$ cat config.mk
export PLATFORM = sky130hd
export DESIGN_NAME = i2c_req_arbiter
export DESIGN_NICKNAME = d
export VERILOG_FILES = /design/src/rtl/i2c_arb_pkg.sv /design/src/rtl/i2c_rr_pick.sv /design/src/rtl/i2c_req_arbiter.sv
export SDC_FILE = /design/constraint.sdc
export NUM_CORES = 1
export LEC_CHECK = 0
export BUFFER_PORTS_ARGS = -buffer_cell sky130_fd_sc_hd__buf_2
export CAP_MARGIN = 10
export CORE_ASPECT_RATIO = 0.7
export CORE_MARGIN = 2
export CORE_UTILIZATION = 35
export CTS_CLUSTER_SIZE = 40
export DETAILED_ROUTE_END_ITERATION = 16
export HOLD_SLACK_MARGIN = 0.08
export PLACE_DENSITY = 0.67
export RECOVER_POWER = 100
export SYNTH_ARGS = -nofsm -noshare
export SYNTH_HDL_FRONTEND = slang
export SYNTH_SLANG_ARGS = --single-unit
$ cat constraint.sdc
create_clock -name clk -period 1.9 [get_ports clk]
set_clock_uncertainty 0.1 [all_clocks]
set_input_delay 0 -clock clk [delete_from_list [all_inputs] [get_ports clk]]
set_output_delay 0 -clock clk [all_outputs]
set_load 0.02 [all_outputs]
$ cat src/rtl/i2c_arb_pkg.sv
// Shared definitions for the I2C requester arbiter: state encoding,
// bus-free gap derivation and the idle/timeout read value.
package i2c_arb_pkg;

   typedef enum logic [2:0] {
      IDLE      = 3'd0,
      START     = 3'd1,
      WAIT_BUSY = 3'd2,
      WAIT_DONE = 3'd3,
      GAP       = 3'd4
   } arb_state_t;

   localparam int unsigned F_CLK_HZ  = 50_000_000;
   localparam int unsigned F_VEL_HZ  = 1_250_000;
   // One SCL bit period of bus-free time between transactions.
   localparam int unsigned T_BUF_DEF = F_CLK_HZ / F_VEL_HZ;

   localparam logic [7:0] RX_IDLE = 8'hFF;

endpackage

$ cat src/rtl/i2c_rr_pick.sv
// Combinational round-robin selector: first set req bit at or above ptr,
// wrapping at N_REQ.
module i2c_rr_pick #(
   parameter int unsigned N_REQ = 4,
   parameter int unsigned ID_W  = 2
) (
   input  logic [N_REQ-1:0] req,
   input  logic [ID_W-1:0]  ptr,
   output logic [ID_W-1:0]  winner,
   output logic             valid
);

   logic [2*N_REQ-1:0] rot;
   int unsigned        sum;

   always_comb begin
      rot    = {req, req} >> ptr;
      sum    = 0;
      winner = '0;
      valid  = 1'b0;
      for (int unsigned i = 0; i < N_REQ; i++) begin
         if (!valid && rot[i]) begin
            valid  = 1'b1;
            sum    = 32'(ptr) + i;
            winner = ID_W'((sum >= N_REQ) ? sum - N_REQ : sum);
         end
      end
   end

endmodule

$ cat src/rtl/i2c_req_arbiter.sv
// Round-robin arbiter sharing one I2C master engine between N_REQ requesters.
// Optional watchdog on the master handshake: define I2C_ARB_TIMEOUT_EN.
module i2c_req_arbiter
   import i2c_arb_pkg::*;
#(
   parameter int unsigned N_REQ       = 4,
   parameter int unsigned ID_W        = 2,
   parameter int unsigned T_BUF       = T_BUF_DEF,
   parameter int unsigned TIMEOUT_CYC = 4096
) (
   input  logic               clk,
   input  logic               rst_n,
   input  logic [N_REQ-1:0]   req,
   input  logic [8*N_REQ-1:0] req_adr_com,
   input  logic [8*N_REQ-1:0] req_adr_reg,
   input  logic [8*N_REQ-1:0] req_dat_reg,
   output logic [N_REQ-1:0]   ack,
   output logic [7:0]         rsp_rx_dat,
   output logic               rsp_err,
   output logic               busy,
   output logic [ID_W-1:0]    grant_id,
   output logic               m_st,
   output logic [7:0]         m_adr_com,
   output logic [7:0]         m_adr_reg,
   output logic [7:0]         m_dat_reg,
   input  logic               m_en_tx,
   input  logic               m_err_ac,
   input  logic [7:0]         m_rx_dat
);

   localparam int unsigned GAP_W = (T_BUF < 1) ? 1 : $clog2(T_BUF + 1);

   arb_state_t       state;
   logic [ID_W-1:0]  ptr;
   logic [GAP_W-1:0] gap_cnt;
   logic [ID_W-1:0]  pick_id;
   logic             pick_vld;
   logic [ID_W-1:0]  nxt_ptr;

`ifdef I2C_ARB_TIMEOUT_EN
   localparam int unsigned TO_W = $clog2(TIMEOUT_CYC + 1);
   logic [TO_W-1:0] t_cnt;
`endif

   i2c_rr_pick #(
      .N_REQ (N_REQ),
      .ID_W  (ID_W)
   ) u_pick (
      .req    (req),
      .ptr    (ptr),
      .winner (pick_id),
      .valid  (pick_vld)
   );

   assign nxt_ptr = (pick_id == ID_W'(N_REQ - 1)) ? '0 : pick_id + 1'b1;

   always_ff @(posedge clk or negedge rst_n) begin
      if (!rst_n) begin
         state      <= IDLE;
         ptr        <= '0;
         gap_cnt    <= '0;
         ack        <= '0;
         rsp_rx_dat <= '0;
         rsp_err    <= 1'b0;
         busy       <= 1'b0;
         grant_id   <= '0;
         m_st       <= 1'b0;
         m_adr_com  <= '0;
         m_adr_reg  <= '0;
         m_dat_reg  <= '0;
`ifdef I2C_ARB_TIMEOUT_EN
         t_cnt      <= '0;
`endif
      end else begin
         ack  <= '0;
         m_st <= 1'b0;
         case (state)
            IDLE: begin
               if (pick_vld && !m_en_tx) begin
                  m_adr_com <= req_adr_com[8*pick_id +: 8];
                  m_adr_reg <= req_adr_reg[8*pick_id +: 8];
                  m_dat_reg <= req_dat_reg[8*pick_id +: 8];
                  grant_id  <= pick_id;
                  ptr       <= nxt_ptr;
                  m_st      <= 1'b1;
                  busy      <= 1'b1;
                  state     <= START;
               end
            end
            START: begin
`ifdef I2C_ARB_TIMEOUT_EN
               t_cnt <= '0;
`endif
               state <= WAIT_BUSY;
            end
            WAIT_BUSY, WAIT_DONE: begin
`ifdef I2C_ARB_TIMEOUT_EN
               // Watchdog wins over the normal handshake in its final cycle.
               t_cnt <= t_cnt + 1'b1;
               if (t_cnt == TO_W'(TIMEOUT_CYC - 1)) begin
                  rsp_rx_dat <= RX_IDLE;
                  rsp_err    <= 1'b1;
                  ack        <= N_REQ'(1) << grant_id;
                  gap_cnt    <= GAP_W'(T_BUF);
                  state      <= GAP;
               end else
`endif
               if (state == WAIT_BUSY) begin
                  if (m_en_tx)
                     state <= WAIT_DONE;
               end else if (!m_en_tx) begin
                  rsp_rx_dat <= m_rx_dat;
                  rsp_err    <= m_err_ac;
                  ack        <= N_REQ'(1) << grant_id;
                  gap_cnt    <= GAP_W'(T_BUF);
                  state      <= GAP;
               end
            end
            GAP: begin
               if (gap_cnt <= GAP_W'(1)) begin
                  gap_cnt <= '0;
                  busy    <= 1'b0;
                  state   <= IDLE;
               end else begin
                  gap_cnt <= gap_cnt - 1'b1;
               end
            end
            default: begin
               busy  <= 1'b0;
               state <= IDLE;
            end
         endcase
      end
   end

endmodule

==> qor.csv, run 1 <==
metric,value,unit
synth-seq-area-share,0.429,
yosysWarningCount,0,
clkSlewWorstSetupHoldPaths,0.07,ns
fp-row-count,28,
overflow,0,
dpl.hpwl,7610,um
cts_root_buffer,clkbuf_16,
min_to,state[0]$_DFFE_PN0P_,
vias,4175,
whs,0.306,ns
hp-start,req[0],
drive_gt1_frac,0.289,
powerDensity,1160,mW/mm2
slew_headroom,0.155,
vdd_drop_max,0.649,mV
synth.most_common_cell,dfrtp_1,
r2r_start,state[0]$_DFFE_PN0P_,
grt_usage,0.274,
wl_met3,1290,um
die_area,0.00944,mm2
antenna_found_initial,0,
io_buffer_count,152,
routedWlPerCell,18.6,um
die_y,81.9,um
grt_pass1_wl,20000,um
max-cap-violations,0,
crit_path_end_kind,flop,
grt_start_max_net_pins,32,
p_leak,2.45,nW
syn_area,0.00303,mm2
drt-total-wl,13500,um
synth_top_area_frac,0.429,
setup_ws,-0.0302,ns
cts_inserted_buffers,5,
yosys_register_bits,52,
vias_per_cell,5.77,
highest_layer,met4,
grt_pass1_vias,4099,
firstDrtPassIters,5,
drt_iter0_markers,293,
tightest_slew,1.27,ns
yosys.area.top_type,dfrtp_1,
gp_congestion,0.833,
initial_core_util,0.359,
hold_depth,4,
synth_edf_count,0,
regToRegEndpoint,m_adr_reg[4]$_DFFE_PN0P_,
crit_chain,nor2_4 -> or4b_4 -> o21ba_4 -> buf_4 -> a21bo_1 -> nand3_1,
drc,0,
final_core_util,0.643,
wl_met2,6390,um
period_share,1.02,
cts-htree-levels,2,
ys_top_cells_by_count,"dfrtp_1, nand3_1, nand2_1",
fin_crit,1.93,ns
syn-num-nets,450,
violations,negative setup slack,
max_stage_delay,0.50,ns
async_reset_ff_frac,1.00,
r2r_setup_slack,-0.03,ns
synthFlopType,dfrtp_1,
rsz0062_at_grt,yes,
slew_violations,0,
core_area,0.00844,mm2
area.growth.synth_to_final,79.0,%
crit_type,flop to flop,
postSynthCellCount,336,
outcome,finished with violations,
synth_cell_types,42,
max_freq,518,MHz
seq_area,0.00130,mm2
r2r_cells,6,
cts_tree,yes,
multi_input_area,0.00162,mm2
crit_fanout,4,
layout.nets,718,
arrival,2.06,ns
place_area,0.00409,mm2
fill_cells,660,
critPathLaunchType,flop,
cp.required,2.03,ns
hold_violations,0,
clk_latency,0.28,ns
ant_nets,0,
synth_area_leaders,"dfrtp_1, nand3_1, a32oi_1, a211o_1, o31ai_1",
clockBufferDepth,2,
clock-sinks,52,
io_pins,153,
setup_viol,16,
postLayoutCellArea,0.00543,mm2
wl_met1,5220,um
hold_class,input port to flop,
die_w,115,um
crit_slowest_cell,or4b_4,
syn_area_per_cell,9.03,um2
[placed cells by master, fill, tap and decap left out, types with 3 or more instances in the layout]
cell,count
o31ai_1,24
nand4_1,25
a21oi_1,5
nand3_1,48
dfrtp_1,52
nor2_1,8
o21ai_0,4
a32oi_1,23
dlygate4sd3_1,107
a211o_1,22
buf_12,8
clkbuf_1,41
clkbuf_16,5
inv_1,4
buf_4,23
buf_6,6
nor3_4,3
buf_2,111
nand2_1,37
nor3_1,5
[how the worst max path moves through the flow]
stage                         start                        to  depth (start not counted)
3_3_place_gp   state[0]$_DFFE_PN0P_  m_dat_reg[2]$_DFFE_PN0P_                          6
5_1_grt        state[0]$_DFFE_PN0P_  m_adr_com[5]$_DFFE_PN0P_                          6
4_1_cts          ptr[1]$_DFFE_PN0P_  m_dat_reg[0]$_DFFE_PN0P_                          7
6_report       state[0]$_DFFE_PN0P_  m_adr_reg[4]$_DFFE_PN0P_                          6
3_5_place_dp     ptr[1]$_DFFE_PN0P_  m_dat_reg[5]$_DFFE_PN0P_                          5
2_1_floorplan  state[0]$_DFFE_PN0P_  m_adr_com[2]$_DFFE_PN0P_                          8
[critical path, delay by kind of cell, from the launching register on]
family / cells / cell delay (ns)
AOI/OAI and AO/OA: 2 / 0.52
buffers and inverters: 1 / 0.13
DFF: 1 / 0.42
and+or+nand+nor: 3 / 0.69
[timing repair]
action                                 4_1_cts  5_1_grt
setup endpoints to repair                   26       28
setup buffers                                0        8
cloned                                       1        0
resized for setup                            4       13
endpoints found under the hold margin       87        0
hold buffers                               107        0
pin swaps                                    1        4
[power by group]
group,switching (W),total [W],internal [W]
Clock,0.000382,0.000989,0.000607
Combinational,0.00204,0.00341,0.00138
Sequential,0.000350,0.00192,0.00157
[through the flow]
stage / setup TNS (ns) / total power, W / worst slack, ns / instances
floorplan: -0.760 / 0.00377 / -0.0377 / 336
global placement: -2.56 / 0.00486 / -0.126 / 601
detailed placement: -4.09 / 0.00493 / -0.203 / 601
CTS: 0 / 0.00613 / 0.00760 / 715
global route: -1.08 / 0.00667 / -0.0799 / 723
finish: -0.262 / 0.00632 / -0.0302 / 724
[layer usage]
metal,vias up,global-route usage
li1,1835,-
met1,1927,0.341
met2,330,0.456
met3,83,0.0613
met4,0,0.134
met5,-,0
[logic make-up after synthesis]
| family | count (synthesis) | share of synthesized area |
|---|---|---|
| adders and majority gates | 2 | 0.00825 |
| buffers and inverters | 41 | 0.0672 |
| AOI/OAI and AO/OA | 93 | 0.244 |
| muxes | 2 | 0.00660 |
| DFF | 52 | 0.429 |
| and+or+nand+nor | 144 | 0.240 |
| xor gates and xnor gates | 2 | 0.00577 |
[cell type report]
type                       count  share of cell area
antenna                        1            0.000461
tap                          120              0.0276
multi-input combinational    244               0.299
inverter                       5             0.00346
clock buffer                   5              0.0230
sequential                    52               0.240
timing repair buffer         296               0.402
clock inverter                 1             0.00553
(Power assumes the default switching activity.)
==> run 2, diff against run 1 <==
--- a/config.mk
+++ b/config.mk
@@ -7,13 +7,15 @@
 export LEC_CHECK = 0
 export BUFFER_PORTS_ARGS = -buffer_cell sky130_fd_sc_hd__buf_2
 export CAP_MARGIN = 10
+export CELL_PAD_IN_SITES_DETAIL_PLACEMENT = 0
+export CELL_PAD_IN_SITES_GLOBAL_PLACEMENT = 1
 export CORE_ASPECT_RATIO = 0.7
 export CORE_MARGIN = 2
-export CORE_UTILIZATION = 35
+export CORE_UTILIZATION = 30
 export CTS_CLUSTER_SIZE = 40
 export DETAILED_ROUTE_END_ITERATION = 16
 export HOLD_SLACK_MARGIN = 0.08
-export PLACE_DENSITY = 0.67
+export PLACE_DENSITY_LB_ADDON = 0.1
 export RECOVER_POWER = 100
 export SYNTH_ARGS = -nofsm -noshare
 export SYNTH_HDL_FRONTEND = slang
==> run 2 against run 1 <==
First-iteration DRC count shrank 20%. Die area rose by 16%. Fmax grew 1.8%. Sequential share of layout area grew 0.55 points. Worst setup slack improved by 0.033 ns. Worst hold slack lost 0.035 ns. Sequential cell count unchanged. Routed wire length fell by 9.6%. Highest routed layer unchanged. The flow now finishes without violations. Largest cell class unchanged. Largest power group unchanged.
==> qor.csv, run 2 (synthesized netlist as in run 1, its figures left out) <==
metric,value,unit,change
outcome,"complete, no violations",,was finished with violations
cts_tree,yes,,unchanged
fin_crit,1.90,ns,was 1.93 ns
hp-start,req[0],,unchanged
grt_pass1_wl,19800,um,"was 20,000 um"
area.growth.synth_to_final,75.2,%,was 79.0%
final_common_cell,buf_2,,unchanged
max_freq,527,MHz,was 518 MHz
hold_violations,0,,unchanged
drive_gt1_frac,0.272,,was 0.289
vias,3860,,"was 4,175"
drt-total-wl,12200,um,"was 13,500 um"
vias_per_cell,5.28,,was 5.77
slew_violations,0,,unchanged
cp.required,2.03,ns,about the same
crit_type,flop to flop,,unchanged
cts-htree-levels,2,,unchanged
grt_start_max_net_pins,34,,was 32
startpoint,state[0]$_DFFE_PN0P_,,unchanged
dpl.hpwl,8180,um,was 7610 um
gp_congestion,0.814,,was 0.833
r2r_start,state[0]$_DFFE_PN0P_,,unchanged
cts_inserted_buffers,5,,unchanged
final_core_util,0.545,,was 0.643
die_y,88.1,um,was 81.9 um
min_to,grant_id[1]$_DFFE_PN0P_,,was state[0]$_DFFE_PN0P_
ant_nets,0,,unchanged
r2r_cells,6,,unchanged
die_area,0.0109,mm2,was 0.00944 mm2
cts_root_buffer,clkbuf_16,,unchanged
drc,0,,unchanged
routedWlPerCell,16.7,um,was 18.6 um
hold_class,input port to flop,,unchanged
layout.nets,716,,was 718
dp_cells,616,,was 601
core_area,0.00976,mm2,was 0.00844 mm2
period_share,0.998,,was 1.02
vdd_drop_max,0.466,mV,was 0.649 mV
place_area,0.00414,mm2,was 0.00409 mm2
r2r_setup_slack,0.003,ns,was -0.03 ns
regToRegEndpoint,m_adr_com[1]$_DFFE_PN0P_,,was m_adr_reg[4]$_DFFE_PN0P_
cts_setup_buffers,0,,unchanged
initial_core_util,0.311,,was 0.359
clockBufferDepth,2,,unchanged
tightest_slew,1.31,ns,was 1.27 ns
grt_usage,0.224,,was 0.274
rsz0062_at_grt,yes,,unchanged
crit_path_end_kind,flop,,unchanged
grt_pass1_vias,3953,,"was 4,099"
clock-sinks,52,,unchanged
antenna_found_initial,0,,unchanged
max-cap-violations,0,,unchanged
arrival,2.03,ns,was 2.06 ns
clkSlewWorstSetupHoldPaths,0.07,ns,about the same
fin_cells,731,,was 724
tns,0,ns,was -0.262 ns
final_cell_mix,"buf_2, dlygate4sd3_1, dfrtp_1",,unchanged
fill_cells,925,,was 660
crit_fanout,22,,was 4
slew_headroom,0.126,,was 0.155
postLayoutCellArea,0.00532,mm2,was 0.00543 mm2
overflow,0,,unchanged
critPathLaunchType,flop,,unchanged
setup_viol,0,,was 16
drt_iter0_markers,233,,was 293
firstDrtPassIters,4,,was 5
p_leak,2.41,nW,was 2.45 nW
io_buffer_count,152,,unchanged
powerDensity,1150,mW/mm2,was 1160 mW/mm2
hold_depth,6,,was 4
num_antenna_cells,0,,was 1
fp-row-count,30,,was 28
die_w,124,um,was 115 um
clk_latency,0.30,ns,was 0.28 ns
io_pins,153,,unchanged
## run 2: through the flow
step | power [W] | setup WS (ns) | hold slack (ns)
6_report | 0.00610 | 0.00321 | 0.271
5_1_grt | 0.00654 | -0.0824 | 0.340
4_1_cts | 0.00623 | 0.00231 | 0.141
3_5_place_dp | 0.00497 | -0.182 | -0.0822
3_3_place_gp | 0.00493 | -0.139 | -0.0885
2_1_floorplan | 0.00377 | -0.0377 | -0.396
## run 2: worst max-delay path, stage by stage (launching register included)
cell and delay [ns]:
dfrtp_1 0.41, nor2_4 0.11, or4b_4 0.51, o21ba_4 0.31, buf_12 0.17, a32oi_1 0.12, nand3_1 0.10
## run 2: how the worst max path moves through the flow
stage	end	slack, ns	cells after the start
final	m_adr_com[1]$_DFFE_PN0P_	0.003	6
after global routing	m_adr_reg[4]$_DFFE_PN0P_	-0.08	7
after CTS	m_adr_com[1]$_DFFE_PN0P_	0.002	6
after detailed placement	m_adr_reg[7]$_DFFE_PN0P_	-0.18	7
after global placement	m_adr_reg[4]$_DFFE_PN0P_	-0.14	7
after floorplan	m_adr_com[2]$_DFFE_PN0P_	-0.04	8
## run 2: report_power, final
group	switching [W]	internal (W)
clock network	0.000444	0.000621
logic	0.00190	0.00125
registers	0.000327	0.00157
total	0.00267	0.00344
## run 2: area by class of cell
cell class,instances,area [um2],share of cell area
Inverter,5,18.8,0.00353
Tap cell,128,160,0.0301
Clock buffer,5,125,0.0235
Timing Repair Buffer,295,2120,0.398
Clock inverter,3,42.5,0.00800
Multi-Input combinational cell,243,1550,0.291
Sequential cell,52,1300,0.245
## run 2: timing repair
item,in CTS,in global routing
hold buffers,107,0
pin swaps,0,1
hold endpoints to repair,87,0
setup endpoints to repair,25,25
gates resized for setup,2,2
gates cloned,0,0
## run 2: metal layers
layer / track usage / up-vias / wire length (um)
li1: - / 1823 / -
met2: 0.360 / 154 / 5510
met3: 0.0440 / 16 / 741
met5: 0 / - / 0
met4: 0.0541 / 0 / 141
met1: 0.314 / 1867 / 5800
